**config.mk**
```make
export PLATFORM = sky130hd
export DESIGN_NAME = tone_sequencer
export DESIGN_NICKNAME = d
export VERILOG_FILES = /design/src/rtl/tone_pkg.sv /design/src/rtl/note_fifo.sv /design/src/rtl/tone_sequencer.sv
export SDC_FILE = /design/constraint.sdc
export NUM_CORES = 1
export LEC_CHECK = 0
export CAP_MARGIN = 25
export CORE_ASPECT_RATIO = 1.75
export CORE_UTILIZATION = 30
export DETAILED_ROUTE_END_ITERATION = 10
export GPL_ROUTABILITY_DRIVEN = 0
export HOLD_SLACK_MARGIN = 0.08
export PLACE_DENSITY = 0.43
export SYNTH_ARGS = -nofsm -noshare
export SYNTH_HDL_FRONTEND = slang
export SYNTH_SLANG_ARGS = --single-unit
```
**constraint.sdc**
```tcl
create_clock -name clk -period 9.31 [get_ports clk]
set_input_delay 0.931 -clock clk [delete_from_list [all_inputs] [get_ports clk]]
set_output_delay 0.931 -clock clk [all_outputs]
set_load 0.01 [all_outputs]
```
**src/rtl/tone_pkg.sv**
```systemverilog
// Shared types for the tone sequencer: note record and sequencer state.
package tone_pkg;

  localparam int unsigned PERIOD_W   = 16;
  localparam int unsigned NOTE_DUR_W = 16;

  typedef struct packed {
    logic [PERIOD_W-1:0]   period;
    logic [NOTE_DUR_W-1:0] dur;
  } note_t;

  typedef enum logic [1:0] {
    IDLE,
    LOAD,
    PLAY
  } state_t;

endpackage

```
**src/rtl/note_fifo.sv**
```systemverilog
// Synchronous note FIFO with occupancy output and synchronous flush.
module note_fifo #(
  parameter int unsigned DEPTH = 8,
  parameter int unsigned W     = 32
) (
  input  logic                     clk,
  input  logic                     rst_n,
  input  logic                     flush,
  input  logic                     push,
  input  logic                     pop,
  input  logic [W-1:0]             wdata,
  output logic [W-1:0]             rdata,
  output logic                     full,
  output logic [$clog2(DEPTH):0]   level
);

  localparam int unsigned AW = $clog2(DEPTH);
  localparam int unsigned LW = AW + 1;

  logic [W-1:0]  mem_q [DEPTH];
  logic [AW-1:0] wptr_q, rptr_q;
  logic [LW-1:0] level_q;
  logic          push_ok, pop_ok;

  assign full    = (level_q == LW'(DEPTH));
  assign push_ok = push & ~full & ~flush;
  assign pop_ok  = pop & (level_q != '0) & ~flush;
  assign rdata   = mem_q[rptr_q];
  assign level   = level_q;

  always_ff @(posedge clk or negedge rst_n) begin
    if (!rst_n) begin
      wptr_q  <= '0;
      rptr_q  <= '0;
      level_q <= '0;
    end else if (flush) begin
      wptr_q  <= '0;
      rptr_q  <= '0;
      level_q <= '0;
    end else begin
      if (push_ok) wptr_q <= wptr_q + AW'(1);
      if (pop_ok)  rptr_q <= rptr_q + AW'(1);
      case ({push_ok, pop_ok})
        2'b10:   level_q <= level_q + LW'(1);
        2'b01:   level_q <= level_q - LW'(1);
        default: level_q <= level_q;
      endcase
    end
  end

  always_ff @(posedge clk) begin
    if (push_ok) mem_q[wptr_q] <= wdata;
  end

endmodule

```
**src/rtl/tone_sequencer.sv**
```systemverilog
// Plays a queue of (period, duration) notes into the I2S tone generator,
// timing each note in generator LR frames.
module tone_sequencer
  import tone_pkg::*;
#(
  parameter int unsigned DEPTH = 8,
  parameter int unsigned DUR_W = NOTE_DUR_W
) (
  input  logic                   clk,
  input  logic                   reset,
  input  logic                   wr_valid,
  output logic                   wr_ready,
  input  logic [15:0]            wr_period,
  input  logic [DUR_W-1:0]       wr_dur,
  input  logic                   start,
  input  logic                   stop,
  input  logic                   lrclk,
  output logic [15:0]            period,
  output logic                   mute,
  output logic                   busy,
  output logic                   done,
  output logic [$clog2(DEPTH):0] level
);

  localparam int unsigned LW     = $clog2(DEPTH) + 1;
  localparam int unsigned NOTE_W = PERIOD_W + DUR_W;

  state_t           state_q, state_d;
  logic [DUR_W-1:0] cnt_q, cnt_d;
  logic [15:0]      period_q, period_d;
  logic             mute_q, mute_d;
  logic             done_q, done_d;
  logic             lrclk_q;
  logic             tick;

  logic              fifo_full, fifo_push, fifo_pop;
  logic [NOTE_W-1:0] head;
  logic [15:0]       head_period;
  logic [DUR_W-1:0]  head_dur;

  assign fifo_push   = wr_valid & ~fifo_full & ~stop;
  assign head_period = head[NOTE_W-1 -: PERIOD_W];
  assign head_dur    = head[DUR_W-1:0];

  note_fifo #(
    .DEPTH (DEPTH),
    .W     (NOTE_W)
  ) u_fifo (
    .clk   (clk),
    .rst_n (reset),
    .flush (stop),
    .push  (fifo_push),
    .pop   (fifo_pop),
    .wdata ({wr_period, wr_dur}),
    .rdata (head),
    .full  (fifo_full),
    .level (level)
  );

  assign tick     = lrclk & ~lrclk_q;
  assign wr_ready = ~fifo_full;
  assign period   = period_q;
  assign mute     = mute_q;
  assign busy     = (state_q != IDLE);
  assign done     = done_q;

  always_ff @(posedge clk or negedge reset) begin
    if (!reset) begin
      state_q  <= IDLE;
      cnt_q    <= '0;
      period_q <= '0;
      mute_q   <= 1'b1;
      done_q   <= 1'b0;
      lrclk_q  <= 1'b0;
    end else begin
      state_q  <= state_d;
      cnt_q    <= cnt_d;
      period_q <= period_d;
      mute_q   <= mute_d;
      done_q   <= done_d;
      lrclk_q  <= lrclk;
    end
  end

  always_comb begin
    state_d  = state_q;
    cnt_d    = cnt_q;
    period_d = period_q;
    mute_d   = mute_q;
    done_d   = 1'b0;
    fifo_pop = 1'b0;
    if (stop) begin
      state_d = IDLE;
      mute_d  = 1'b1;
    end else begin
      case (state_q)
        IDLE: begin
          mute_d = 1'b1;
          if (start) begin
            if (level != '0) state_d = LOAD;
            else             done_d  = 1'b1;
          end
        end
        LOAD: begin
          fifo_pop = 1'b1;
          // zero-length notes are consumed back-to-back without touching the outputs
          if (head_dur == '0) begin
            if (level <= LW'(1)) begin
              state_d = IDLE;
              mute_d  = 1'b1;
              done_d  = 1'b1;
            end
          end else begin
            period_d = head_period;
            mute_d   = (head_period == '0);
            cnt_d    = head_dur;
            state_d  = PLAY;
          end
        end
        PLAY: begin
          if (tick) begin
            if (cnt_q != '0) cnt_d = cnt_q - DUR_W'(1);
            if (cnt_q == DUR_W'(1)) begin
              if (level != '0) begin
                state_d = LOAD;
              end else begin
                state_d = IDLE;
                mute_d  = 1'b1;
                done_d  = 1'b1;
              end
            end
          end
        end
        default: state_d = IDLE;
      endcase
    end
  end

endmodule

```
==> impl_table.tex, run 1 <==
\begin{tabular}{lr}
\hline
Metric & Value \\
\hline
\multicolumn{2}{l}{\textbf{Status}} \\
\quad Run status & completed \\
\multicolumn{2}{l}{\textbf{Logic synthesis}} \\
\quad Adder and majority gate portion of the synthesized area & 0.921\% \\
\quad Fraction of registers with async set or reset after synthesis & 15.5\% \\
\quad Post-synthesis sequential element count & 303 \\
\quad Synth unique cells & 54 \\
\quad Top-area cell type share of the netlist area & 62.9\% \\
\quad Cell types with the largest area share after synthesis & edfxtp\_1, mux4\_2, dfrtp\_1 \\
\quad Mapped Cells & 666 \\
\quad Number of enable flip-flop cells after synthesis & 256 \\
\quad Netlist Area Pre-Place & 12,200 µm² \\
\quad Most repeated cell in the gate-level netlist after synthesis & edfxtp\_1 \\
\quad Cell types with the highest counts after synthesis & edfxtp\_1, mux4\_2, dfrtp\_1 \\
\quad Share of synthesized area occupied by flip-flops and latches & 72.5\% \\
\quad XOR/XNOR share of the synthesized area & 0.573\% \\
\quad Post-Synth Simple-Gate Area & 4.96\% \\
\quad YS warnings & 0 \\
\quad Compound-Gate Fraction of Synth Area & 3.98\% \\
\quad Cell accounting for the most synthesized area & edfxtp\_1 \\
\quad Dominant register cell in the synthesized netlist & edfxtp\_1 \\
\quad Synthesized area divided by synthesized cell count & 18.4 µm² \\
\quad Total nets after synthesis & 713 \\
\quad Proportion of synthesized area in mux cells & 15.7\% \\
\quad Main combinational cell family by area after synthesis & multiplexers \\
\multicolumn{2}{l}{\textbf{GRT}} \\
\quad Maximum number of pins on one net before global-route repair & 48 \\
\quad First-pass GRT wire length & 45,100 µm \\
\quad Remaining Overflow, GRT & 0 \\
\quad Vias in the first global route & 6,988 \\
\quad Total routing usage reported by global routing & 14.9\% \\
\quad Antenna violations before repair & 0 \\
\multicolumn{2}{l}{\textbf{Worst setup path}} \\
\quad Crit path kind & register to register \\
\quad Terminus of the critical flop-to-flop path & period[14]\$\_DFFE\_PN0P\_ \\
\quad Slack of the worst reg-to-reg path & 4.89 ns \\
\quad Worst Path Max Fanout & 42 \\
\quad Reg-to-Reg Start & u\_fifo.rptr\_q[0]\$\_DFFE\_PN0P\_ \\
\quad Setup crit end kind & register \\
\quad Arr. time, crit path & 4.85 ns \\
\quad Required time of the worst setup path & 9.74 ns \\
\quad Depth of the most critical reg-to-reg path & 7 \\
\quad Critical Path Source Type & register \\
\multicolumn{2}{l}{\textbf{Timing}} \\
\quad Final hold violation count & 0 \\
\quad Post-route setup TNS & 0 ns \\
\quad Setup repair after global routing missed its margin & no \\
\quad Final count of pins violating max slew & 0 \\
\quad Post-route clock skew & 0.0165 ns \\
\quad Achievable clock frequency & 0.226 GHz \\
\quad Normalized max-slew margin & 32.4\% \\
\quad Period minus WS final & 4.42 ns \\
\quad Worst Tran Pin Value & 1.01 ns \\
\quad Fin crit share & 47.4\% \\
\quad Final Hold Slack & 0.507 ns \\
\quad Count of final setup violators & 0 \\
\multicolumn{2}{l}{\textbf{Place}} \\
\quad Final HPWL DP & 17,300 µm \\
\quad Number of buffers inserted by port buffering & 61 \\
\multicolumn{2}{l}{\textbf{Floorplan}} \\
\quad Num rows & 97 \\
\quad Number of I/O pins & 62 \\
\quad Core footprint & 40,100 µm² \\
\quad Die Width & 155 µm \\
\quad Vert. Die Dim & 269 µm \\
\quad Area of the die & 41,600 µm² \\
\quad Initial core utilization & 30.5\% \\
\multicolumn{2}{l}{\textbf{Flow run}} \\
\quad Number of max-cap violations & 0 \\
\multicolumn{2}{l}{\textbf{Pwr}} \\
\quad IR Drop Worst-Case VDD & 0.000127 V \\
\quad Internal power & 2440 µW \\
\quad Pwr/cell area & 220 nW/µm² \\
\quad Power share of the combinational group & 10.3\% \\
\quad Leakage dissipation & 0.00457 µW \\
\quad Clock power frac & 38.1\% \\
\quad Sequential group share of total power & 51.6\% \\
\quad Switch share & 23.4\% \\
\quad Power dissipated by switching net loads & 746 µW \\
\multicolumn{2}{l}{\textbf{Clock network}} \\
\quad Number of gates resized after CTS & 0 \\
\quad Buffer cell driving the clock tree root & clkbuf\_16 \\
\quad Post-CTS Hold Fix Bufs & 0 \\
\quad CTS sink cnt & 303 \\
\quad Clock-pin transition on the worst setup and hold timing paths & 0.07 ns \\
\quad Count of buffers added by post-CTS timing repair for setup & 0 \\
\quad Number of H-tree branching levels & 1 \\
\quad CTS Buffer Depth & 3 \\
\quad CTS Buf Count & 29 \\
\quad CTS tree & built \\
\quad Latest clock arrival within the worst-skew pair & 0.56 ns \\
\multicolumn{2}{l}{\textbf{Layout}} \\
\quad Area growth, synth to finish & 18.2\% \\
\quad Nets & 789 \\
\quad Count of antenna diodes in the layout & 0 \\
\quad Number of fill cells & 3,726 \\
\quad Proportion of layout cells with a drive suffix above 1 & 21.2\% \\
\quad Final core utilization & 36.1\% \\
\multicolumn{2}{l}{\textbf{Route}} \\
\quad Vias per cell & 5.12 \\
\quad Post-route DRC & 0 \\
\quad Overall routed net length & 30,000 µm \\
\quad Router iterations before antenna repair & 5 \\
\quad Vias & 6,448 \\
\quad Detailed Route Iter0 Violations & 312 \\
\quad Number of routed nets with antenna violations & 0 \\
\quad Average detailed-routed wire length per instance & 23.8 µm \\
\multicolumn{2}{l}{\textbf{Min path}} \\
\quad Type of the most critical hold path & input port to async pin \\
\hline
\end{tabular}
-- cell type report --
| class | count | area (µm²) | area share, % |
|---|---|---|---|
| clock buffer | 36 | 752 | 5.20 |
| inverter | 7 | 26.3 | 0.182 |
| timing repair buffer | 76 | 718 | 4.97 |
| sequential | 303 | 8870 | 61.4 |
| clock inverter | 17 | 215 | 1.49 |
| multi-input combinational | 325 | 3250 | 22.5 |
| tap | 495 | 619 | 4.29 |
-- logic make-up after synthesis --
logic type	count (synthesis)
AND/OR/NAND/NOR	121
XOR/XNOR	8
adder cells (fa/ha/maj)	9
buffers and inverters	38
flip-flops	303
multiplexers	109
AO/OA/AOI/OAI	78
-- power by group through the flow --
stage / clock (µW) / sequential (µW) / combinational (µW)
after global placement: 0 / 1670 / 327
after CTS: 1250 / 1640 / 334
after floorplan: 0 / 1650 / 162
after global routing: 1290 / 1650 / 363
final: 1210 / 1640 / 329
after detailed placement: 0 / 1670 / 333
-- worst max path at each step --
stage | start | endpoint
CTS | u_fifo.rptr_q[0]$_DFFE_PN0P_ | period[14]$_DFFE_PN0P_
global route | u_fifo.rptr_q[0]$_DFFE_PN0P_ | period[14]$_DFFE_PN0P_
detailed placement | u_fifo.rptr_q[0]$_DFFE_PN0P_ | period[14]$_DFFE_PN0P_
finish | u_fifo.rptr_q[0]$_DFFE_PN0P_ | period[14]$_DFFE_PN0P_
global placement | u_fifo.rptr_q[0]$_DFFE_PN0P_ | period[15]$_DFFE_PN0P_
floorplan | stop | u_fifo.mem_q[0][0]$_DFFE_PP_
-- metrics by stage --
stage          power, µW  cell area [µm²]  instances  worst slack [ns]
2_1_floorplan       1810            12200        666              5.10
3_3_place_gp        1990            13500       1206              4.87
3_5_place_dp        2000            13500       1206              4.79
4_1_cts             3230            14500       1259              4.78
5_1_grt             3300            14500       1259              4.56
6_report            3180            14500       1259              4.89
-- layer usage --
layer  part of all wire [%]  GRT usage (%)  wire (µm)
met1                     40           17.4      12100
met2                     53           27.5      15900
met3                    3.2           1.85        965
met4                    3.4           6.07       1020
met5                      0              0          0
-- flip-flops by register name, indices dropped and copies added, names as in the netlist, 2 cells and up --
signal	cells
state_q	2
u_fifo.mem_q	256
cnt_q	16
u_fifo.wptr_q	3
u_fifo.rptr_q	3
period	16
u_fifo.level	4
-- worst max-delay path, stage by stage, from the launching register on --
cell and delay, ns:
dfrtp_4 0.77, buf_4 0.78, mux4_2 0.60, mux2i_1 0.36, nand4_1 0.23, nor4_4 0.74, nor2_2 0.37, mux2_2 0.37
-- cell usage in the layout (no fill, tap or decap), types with 21 or more instances in the layout --
cell type and count:
o21ai_0 36, nor2_1 31, clkbuf_16 29, mux2_2 21
clkdlybuf4s50_1 60, dfrtp_1 43, mux2i_1 24, edfxtp_1 256
nand2_1 31, mux4_2 64
No activity file was read; power rests on OpenSTA's default activity.
==> run 2, diff against run 1 <==
clock period = 4.1 ns   (was 9.31 ns; I/O delays follow)
==> impl_table.tex, run 2 (synthesis gave the netlist of run 1 again) <==
\begin{tabular}{lr}
\hline
Metric & Value \\
\hline
\multicolumn{2}{l}{\textbf{Worst setup path}} \\
\quad Start point of the critical path & u\_fifo.rptr\_q[0]\$\_DFFE\_PN0P\_ \\
\quad Critical path destination & cnt\_q[6]\$\_DFFE\_PN0P\_ \\
\quad Terminus of the critical flop-to-flop path & cnt\_q[6]\$\_DFFE\_PN0P\_ \\
\quad Slack of the worst reg-to-reg path & 0.59 ns (-4.30 ns) \\
\quad Arr. time, crit path & 3.99 ns (-0.86 ns) \\
\quad Setup crit end kind & register \\
\quad Worst path slowest cell & dfrtp\_4 \\
\quad Critical Path Source Type & register \\
\quad Reg-to-Reg Start & u\_fifo.rptr\_q[0]\$\_DFFE\_PN0P\_ \\
\quad Required time of the worst setup path & 4.58 ns (-5.16 ns) \\
\quad Worst Path Max Fanout & 30 (-29\%) \\
\quad Largest stage delay, worst path & 0.72 ns (-0.06 ns) \\
\quad Cells along the critical path & buf\_12 -> mux4\_2 -> mux2i\_1 -> nand4\_1 -> or4\_4 -> nand2\_1 -> a32o\_1 \\
\quad Depth of the most critical reg-to-reg path & 7 (unchanged) \\
\quad Crit path kind & register to register \\
\multicolumn{2}{l}{\textbf{Layout}} \\
\quad Leading cell type in the layout, fill and taps excluded & edfxtp\_1 \\
\quad Proportion of layout cells with a drive suffix above 1 & 22.0\% (+0.79 points) \\
\quad Largest Register & u\_fifo.mem\_q \\
\quad Area growth, synth to finish & 19.1\% \\
\quad Nets & 797 (+1.0\%) \\
\quad Number of flip-flops under the largest register name & 256 (unchanged) \\
\quad Most frequent cells in the layout & edfxtp\_1, mux4\_2, clkdlybuf4s50\_1 \\
\quad Count of antenna diodes in the layout & 0 (unchanged) \\
\multicolumn{2}{l}{\textbf{GRT}} \\
\quad Remaining Overflow, GRT & 0 (unchanged) \\
\quad Vias in the first global route & 7,147 (+2.3\%) \\
\quad Total routing usage reported by global routing & 15.1\% (+0.17 points) \\
\quad Maximum number of pins on one net before global-route repair & 48 (unchanged) \\
\quad First-pass GRT wire length & 45,600 µm (+1.1\%) \\
\quad Antenna violations before repair & 0 (unchanged) \\
\multicolumn{2}{l}{\textbf{Pwr}} \\
\quad Pwr/cell area & 492 nW/µm² (+120\%) \\
\quad Leakage dissipation & 0.00461 µW (+0.72\%) \\
\quad IR Drop Worst-Case VDD & 0.000295 V (+130\%) \\
\quad Design Power & 7160 µW (+130\%) \\
\multicolumn{2}{l}{\textbf{Route}} \\
\quad Overall routed net length & 30,300 µm (+1.0\%) \\
\quad Router iterations before antenna repair & 6 (+1) \\
\quad Post-route DRC & 0 (unchanged) \\
\quad Vias per cell & 5.10 (-0.32\%) \\
\quad Vias & 6,473 (+0.39\%) \\
\quad Number of routed nets with antenna violations & 0 (unchanged) \\
\quad Average detailed-routed wire length per instance & 23.9 µm (+0.33\%) \\
\quad Detailed Route Iter0 Violations & 428 (+37\%) \\
\multicolumn{2}{l}{\textbf{Clock network}} \\
\quad CTS Buf Count & 29 (unchanged) \\
\quad CTS Buffer Depth & 3 (unchanged) \\
\quad Clock-pin transition on the worst setup and hold timing paths & 0.06 ns (about the same) \\
\quad CTS sink cnt & 303 (unchanged) \\
\quad Number of gates resized after CTS & 0 (unchanged) \\
\quad CTS tree & built \\
\quad Buffer cell driving the clock tree root & clkbuf\_16 \\
\quad Number of H-tree branching levels & 1 (unchanged) \\
\quad Latest clock arrival within the worst-skew pair & 0.56 ns (about the same) \\
\multicolumn{2}{l}{\textbf{Floorplan}} \\
\quad Area of the die & 41,600 µm² (unchanged) \\
\quad Core footprint & 40,100 µm² (unchanged) \\
\quad Number of I/O pins & 62 (unchanged) \\
\quad Die Width & 155 µm (unchanged) \\
\quad Num rows & 97 (unchanged) \\
\quad Vert. Die Dim & 269 µm (unchanged) \\
\quad Initial core utilization & 30.5\% (unchanged) \\
\multicolumn{2}{l}{\textbf{Timing}} \\
\quad Achievable clock frequency & 0.285 GHz (+26\%) \\
\quad Post-route clock skew & 0.0167 ns (+0.000234 ns) \\
\quad Smallest setup slack after layout & 0.591 ns (-4.30 ns) \\
\quad Count of final setup violators & 0 (unchanged) \\
\quad Final hold violation count & 0 (unchanged) \\
\quad Post-route setup TNS & 0 ns (unchanged) \\
\quad Normalized max-slew margin & 36.8\% (+4.4 points) \\
\quad Worst Tran Pin Value & 0.947 ns (-0.0674 ns) \\
\quad Final count of pins violating max slew & 0 (unchanged) \\
\quad Setup repair after global routing missed its margin & no \\
\quad Fin crit share & 85.6\% (+38 points) \\
\quad Period minus WS final & 3.51 ns (-0.908 ns) \\
\multicolumn{2}{l}{\textbf{Place}} \\
\quad Final HPWL DP & 18,100 µm (+4.4\%) \\
\quad Pre-CTS setup slack & 0.524 ns (-4.27 ns) \\
\quad Number of buffers inserted by port buffering & 61 (unchanged) \\
\multicolumn{2}{l}{\textbf{Status}} \\
\quad Run status & completed \\
\multicolumn{2}{l}{\textbf{Min path}} \\
\quad Type of the most critical hold path & input port to register \\
\multicolumn{2}{l}{\textbf{Flow run}} \\
\quad Number of max-cap violations & 0 (unchanged) \\
\hline
\end{tabular}
==> run 2: changes by cell type in the layout (fill, tap and decap cells not counted), moves of 2 or more <==
cell	delta
buf_12	+5
clkbuf_8	+3
buf_4	+2
bufinv_16	-2
clkinv_2	-2
clkinvlp_4	+2
==> run 2: layer usage <==
layer  vias to the layer above  wire length [µm]  GRT usage, %
li1                       2845                 -             -
met1                      3379             12200          17.8
met2                       181             15900          27.4
met3                        68              1010          1.72
met4                         0              1100          6.61
met5                         -                 0             0
==> run 2: worst min path at each step <==
stage	start	end	slack, ns	cells past startpoint
floorplan	reset	cnt_q[0]$_DFFE_PN0P_	0.11	0
global placement	period[0]$_DFFE_PN0P_	period[0]$_DFFE_PN0P_	0.51	2
detailed placement	period[3]$_DFFE_PN0P_	period[3]$_DFFE_PN0P_	0.53	2
CTS	lrclk	lrclk_q$_DFF_PN0_	0.36	1
global route	lrclk	lrclk_q$_DFF_PN0_	0.37	1
finish	lrclk	lrclk_q$_DFF_PN0_	0.39	1
==> run 2: power breakdown <==
part | switching (µW) | leakage (µW) | total (µW) | internal, µW
clock | 1140 | 0.000453 | 2680 | 1540
combinational | 385 | 0.00126 | 766 | 381
sequential | 179 | 0.00290 | 3720 | 3540
==> run 2: timing repair <==
action,in CTS,in global routing
endpoints found under the setup margin,0,0
hold buffers,1,0
buffers inserted,0,0
hold endpoints to repair,46,0
==> run 2: worst max-delay path, delay by kind of cell, from the launching register on <==
family | cells | cell delay, ns
simple gates | 3 | 1.23
mux | 2 | 0.86
flops | 1 | 0.72
buf+inv | 1 | 0.31
compound gates | 1 | 0.27
==> run 2: area by class of cell <==
type | count | area [µm²]
Clock inverter | 16 | 160
Tap cell | 495 | 619
Fill cell | 3714 | 25500
Inverter | 7 | 26.3
Multi-Input combinational cell | 325 | 3260
Sequential cell | 303 | 8870
Clock buffer | 38 | 790
Timing Repair Buffer | 84 | 843
==> run 2: stage by stage <==
step / cells / hold slack (ns) / util, % / instance area [µm²]
after detailed placement: 1213 / 0.526 / 34.0 / 13600
final: 1268 / 0.388 / 36.4 / 14600
after CTS: 1268 / 0.359 / 36.4 / 14600
after global placement: 1213 / 0.510 / 34.0 / 13600
after global routing: 1268 / 0.369 / 36.4 / 14600
after floorplan: 666 / 0.114 / - / 12200
==> run 3, diff against run 2 <==
CAP_MARGIN = 20   (was 25)
HOLD_SLACK_MARGIN = not set   (was 0.08)
MAX_ROUTING_LAYER = met4   (was not set)
==> impl_table.tex, run 3 (synthesis gave the netlist of run 1 again) <==
\begin{tabular}{lr}
\hline
Metric & Value \\
\hline
\multicolumn{2}{l}{\textbf{GRT}} \\
\quad First-pass GRT wire length & 45,700 µm (about the same) \\
\quad Maximum number of pins on one net before global-route repair & 48 (unchanged) \\
\quad Antenna violations before repair & 0 (unchanged) \\
\quad Total routing usage reported by global routing & 15.5\% (+0.47 points) \\
\quad Remaining Overflow, GRT & 0 (unchanged) \\
\quad Vias in the first global route & 7,143 (-0.056\%) \\
\multicolumn{2}{l}{\textbf{Layout}} \\
\quad Number of flip-flops under the largest register name & 256 (unchanged) \\
\quad Most frequent cells in the layout & edfxtp\_1, mux4\_2, clkdlybuf4s50\_1 \\
\quad Total area of multi-input combinational cells & 3260 µm² (unchanged) \\
\quad Count of antenna diodes in the layout & 0 (unchanged) \\
\quad Area growth, synth to finish & 19.1\% (unchanged) \\
\quad Largest Register & u\_fifo.mem\_q \\
\quad Leading cell type in the layout, fill and taps excluded & edfxtp\_1 \\
\quad Sequential Area & 8870 µm² (unchanged) \\
\quad Nets & 797 (unchanged) \\
\quad Proportion of layout cells with a drive suffix above 1 & 22.0\% (unchanged) \\
\quad Number of fill cells & 3,714 (unchanged) \\
\multicolumn{2}{l}{\textbf{Clock network}} \\
\quad CTS Buf Count & 29 (unchanged) \\
\quad CTS tree & built \\
\quad CTS sink cnt & 303 (unchanged) \\
\quad Number of H-tree branching levels & 1 (unchanged) \\
\quad Clock-pin transition on the worst setup and hold timing paths & 0.07 ns (about the same) \\
\quad Latest clock arrival within the worst-skew pair & 0.56 ns (about the same) \\
\quad Buffer cell driving the clock tree root & clkbuf\_16 \\
\quad CTS Buffer Depth & 3 (unchanged) \\
\multicolumn{2}{l}{\textbf{Worst setup path}} \\
\quad Terminus of the critical flop-to-flop path & cnt\_q[14]\$\_DFFE\_PN0P\_ \\
\quad Slack of the worst reg-to-reg path & 0.60 ns (about the same) \\
\quad Arr. time, crit path & 3.91 ns (-0.08 ns) \\
\quad Depth of the most critical reg-to-reg path & 7 (unchanged) \\
\quad Required time of the worst setup path & 4.50 ns (-0.08 ns) \\
\quad Reg-to-Reg Start & u\_fifo.rptr\_q[0]\$\_DFFE\_PN0P\_ \\
\quad Critical Path Source Type & register \\
\quad Crit path kind & register to register \\
\quad Setup crit end kind & register \\
\quad Worst Path Max Fanout & 30 (unchanged) \\
\multicolumn{2}{l}{\textbf{Floorplan}} \\
\quad Core footprint & 40,100 µm² (unchanged) \\
\quad Die Width & 155 µm (unchanged) \\
\quad Vert. Die Dim & 269 µm (unchanged) \\
\quad Area of the die & 41,600 µm² (unchanged) \\
\quad Num rows & 97 (unchanged) \\
\quad Number of I/O pins & 62 (unchanged) \\
\quad Initial core utilization & 30.5\% (unchanged) \\
\multicolumn{2}{l}{\textbf{Pwr}} \\
\quad IR Drop Worst-Case VDD & 0.000297 V (+0.79\%) \\
\quad Power dissipated by switching net loads & 1700 µW (about the same) \\
\quad Clock power frac & 37.4\% (about the same) \\
\quad Internal power & 5460 µW (about the same) \\
\quad Switch share & 23.7\% (about the same) \\
\quad Pwr/cell area & 492 nW/µm² (unchanged) \\
\quad Power share of the combinational group & 10.7\% (about the same) \\
\quad Sequential group share of total power & 51.9\% (about the same) \\
\quad Design Power & 7160 µW (unchanged) \\
\quad Leakage dissipation & 0.00461 µW (unchanged) \\
\multicolumn{2}{l}{\textbf{Route}} \\
\quad Vias & 6,447 (-0.40\%) \\
\quad Metal1 wirelength & 12,200 µm (+0.22\%) \\
\quad Detailed Route Iter0 Violations & 409 (-4.4\%) \\
\quad Detailed route wirelength on metal3 & 946 µm (-6.3\%) \\
\quad Router iterations before antenna repair & 6 (unchanged) \\
\quad Top routing layer used & met4 \\
\quad Post-route DRC & 0 (unchanged) \\
\quad Overall routed net length & 30,200 µm (-0.14\%) \\
\quad Vias per cell & 5.08 (-0.40\%) \\
\quad Number of routed nets with antenna violations & 0 (unchanged) \\
\quad Routed wire length on met2 & 15,900 µm (-0.18\%) \\
\quad Average detailed-routed wire length per instance & 23.8 µm (-0.14\%) \\
\multicolumn{2}{l}{\textbf{Timing}} \\
\quad Worst Tran Pin Value & 0.948 ns (+0.00109 ns) \\
\quad Fin crit share & 85.4\% (-0.16 points) \\
\quad Count of final setup violators & 0 (unchanged) \\
\quad Post-route setup TNS & 0 ns (unchanged) \\
\quad Post-route clock skew & 0.0197 ns (+0.00300 ns) \\
\quad Achievable clock frequency & 0.286 GHz (+0.18\%) \\
\quad Normalized max-slew margin & 36.7\% (-0.073 points) \\
\quad Final hold violation count & 0 (unchanged) \\
\quad Setup repair after global routing missed its margin & no \\
\quad Final count of pins violating max slew & 0 (unchanged) \\
\quad Period minus WS final & 3.50 ns (-0.00636 ns) \\
\multicolumn{2}{l}{\textbf{Status}} \\
\quad Run status & completed \\
\multicolumn{2}{l}{\textbf{Min path}} \\
\quad Hold path startpoint & lrclk \\
\quad Worst hold path stage count & 1 (unchanged) \\
\quad Worst Hold Path EP & lrclk\_q\$\_DFF\_PN0\_ \\
\quad Type of the most critical hold path & input port to register \\
\multicolumn{2}{l}{\textbf{Place}} \\
\quad Number of buffers inserted by port buffering & 61 (unchanged) \\
\quad Final HPWL DP & 18,100 µm (unchanged) \\
\multicolumn{2}{l}{\textbf{Flow run}} \\
\quad Number of max-cap violations & 0 (unchanged) \\
\hline
\end{tabular}
-- run 3: cell counts in the layout (fill, tap and decap cells not counted) --
Identical to the previous run, type by type.
-- run 3: how the worst max path moves through the flow --
stage                                 startpoint                      endpoint  slack, ns  cells after the start
floorplan            u_fifo.level[0]$_DFFE_PN0P_  u_fifo.mem_q[1][0]$_DFFE_PP_       0.15                      7
global placement    u_fifo.rptr_q[0]$_DFFE_PN0P_              mute$_DFFE_PN1P_       0.57                      7
finish              u_fifo.rptr_q[0]$_DFFE_PN0P_         cnt_q[14]$_DFFE_PN0P_       0.60                      7
global route        u_fifo.rptr_q[0]$_DFFE_PN0P_         period[2]$_DFFE_PN0P_       0.36                      7
CTS                 u_fifo.rptr_q[0]$_DFFE_PN0P_         cnt_q[14]$_DFFE_PN0P_       0.51                      7
detailed placement  u_fifo.rptr_q[0]$_DFFE_PN0P_         cnt_q[14]$_DFFE_PN0P_       0.52                      7
-- run 3: through the flow --
step           hold WS, ns  util (%)  setup WS (ns)  area (µm²)  std cells
2_1_floorplan        0.114         -          0.154       12200        666
3_3_place_gp         0.510      34.0          0.575       13600       1213
3_5_place_dp         0.526      34.0          0.524       13600       1213
4_1_cts              0.359      36.4          0.514       14600       1268
5_1_grt              0.369      36.4          0.364       14600       1268
6_report             0.390      36.4          0.597       14600       1268
-- run 3: power groups by stage --
| stage | Clock [µW] | Sequential, µW | Combinational (µW) |
|---|---|---|---|
| 6_report | 2680 | 3720 | 765 |
| 5_1_grt | 2860 | 3740 | 837 |
| 4_1_cts | 2760 | 3720 | 776 |
| 3_5_place_dp | 0 | 3780 | 772 |
| 2_1_floorplan | 0 | 3740 | 369 |
| 3_3_place_gp | 0 | 3770 | 754 |
-- run 3: final cells by class --
type	instances	area share (%)
clock buffers	38	5.42
inverters	7	0.180
well taps	495	4.25
repair buffers	84	5.79
multi-input cells	325	22.4
clock inverters	16	1.10
flip-flops and latches	303	60.9
-- run 3: routing by layer --
layer / vias to the layer above / track usage (%)
met1: 3375 / 17.8
met4: 0 / 6.53
met5: - / -
li1: 2847 / -
met3: 64 / 1.80
met2: 161 / 27.5
-- run 3: what timing repair did --
action | in CTS | in global routing
resized for setup | 0 | 0
buffers inserted | 0 | 0
hold buffers | 1 | 0
hold endpoints to repair | 19 | 0
-- run 3: critical path: stages, from the launching register on --
cell and delay (ns):
dfrtp_4 0.72, buf_12 0.31, mux4_2 0.55, mux2i_1 0.31, nand4_1 0.25, or4_4 0.60
nand2_1 0.38, a32oi_1 0.19
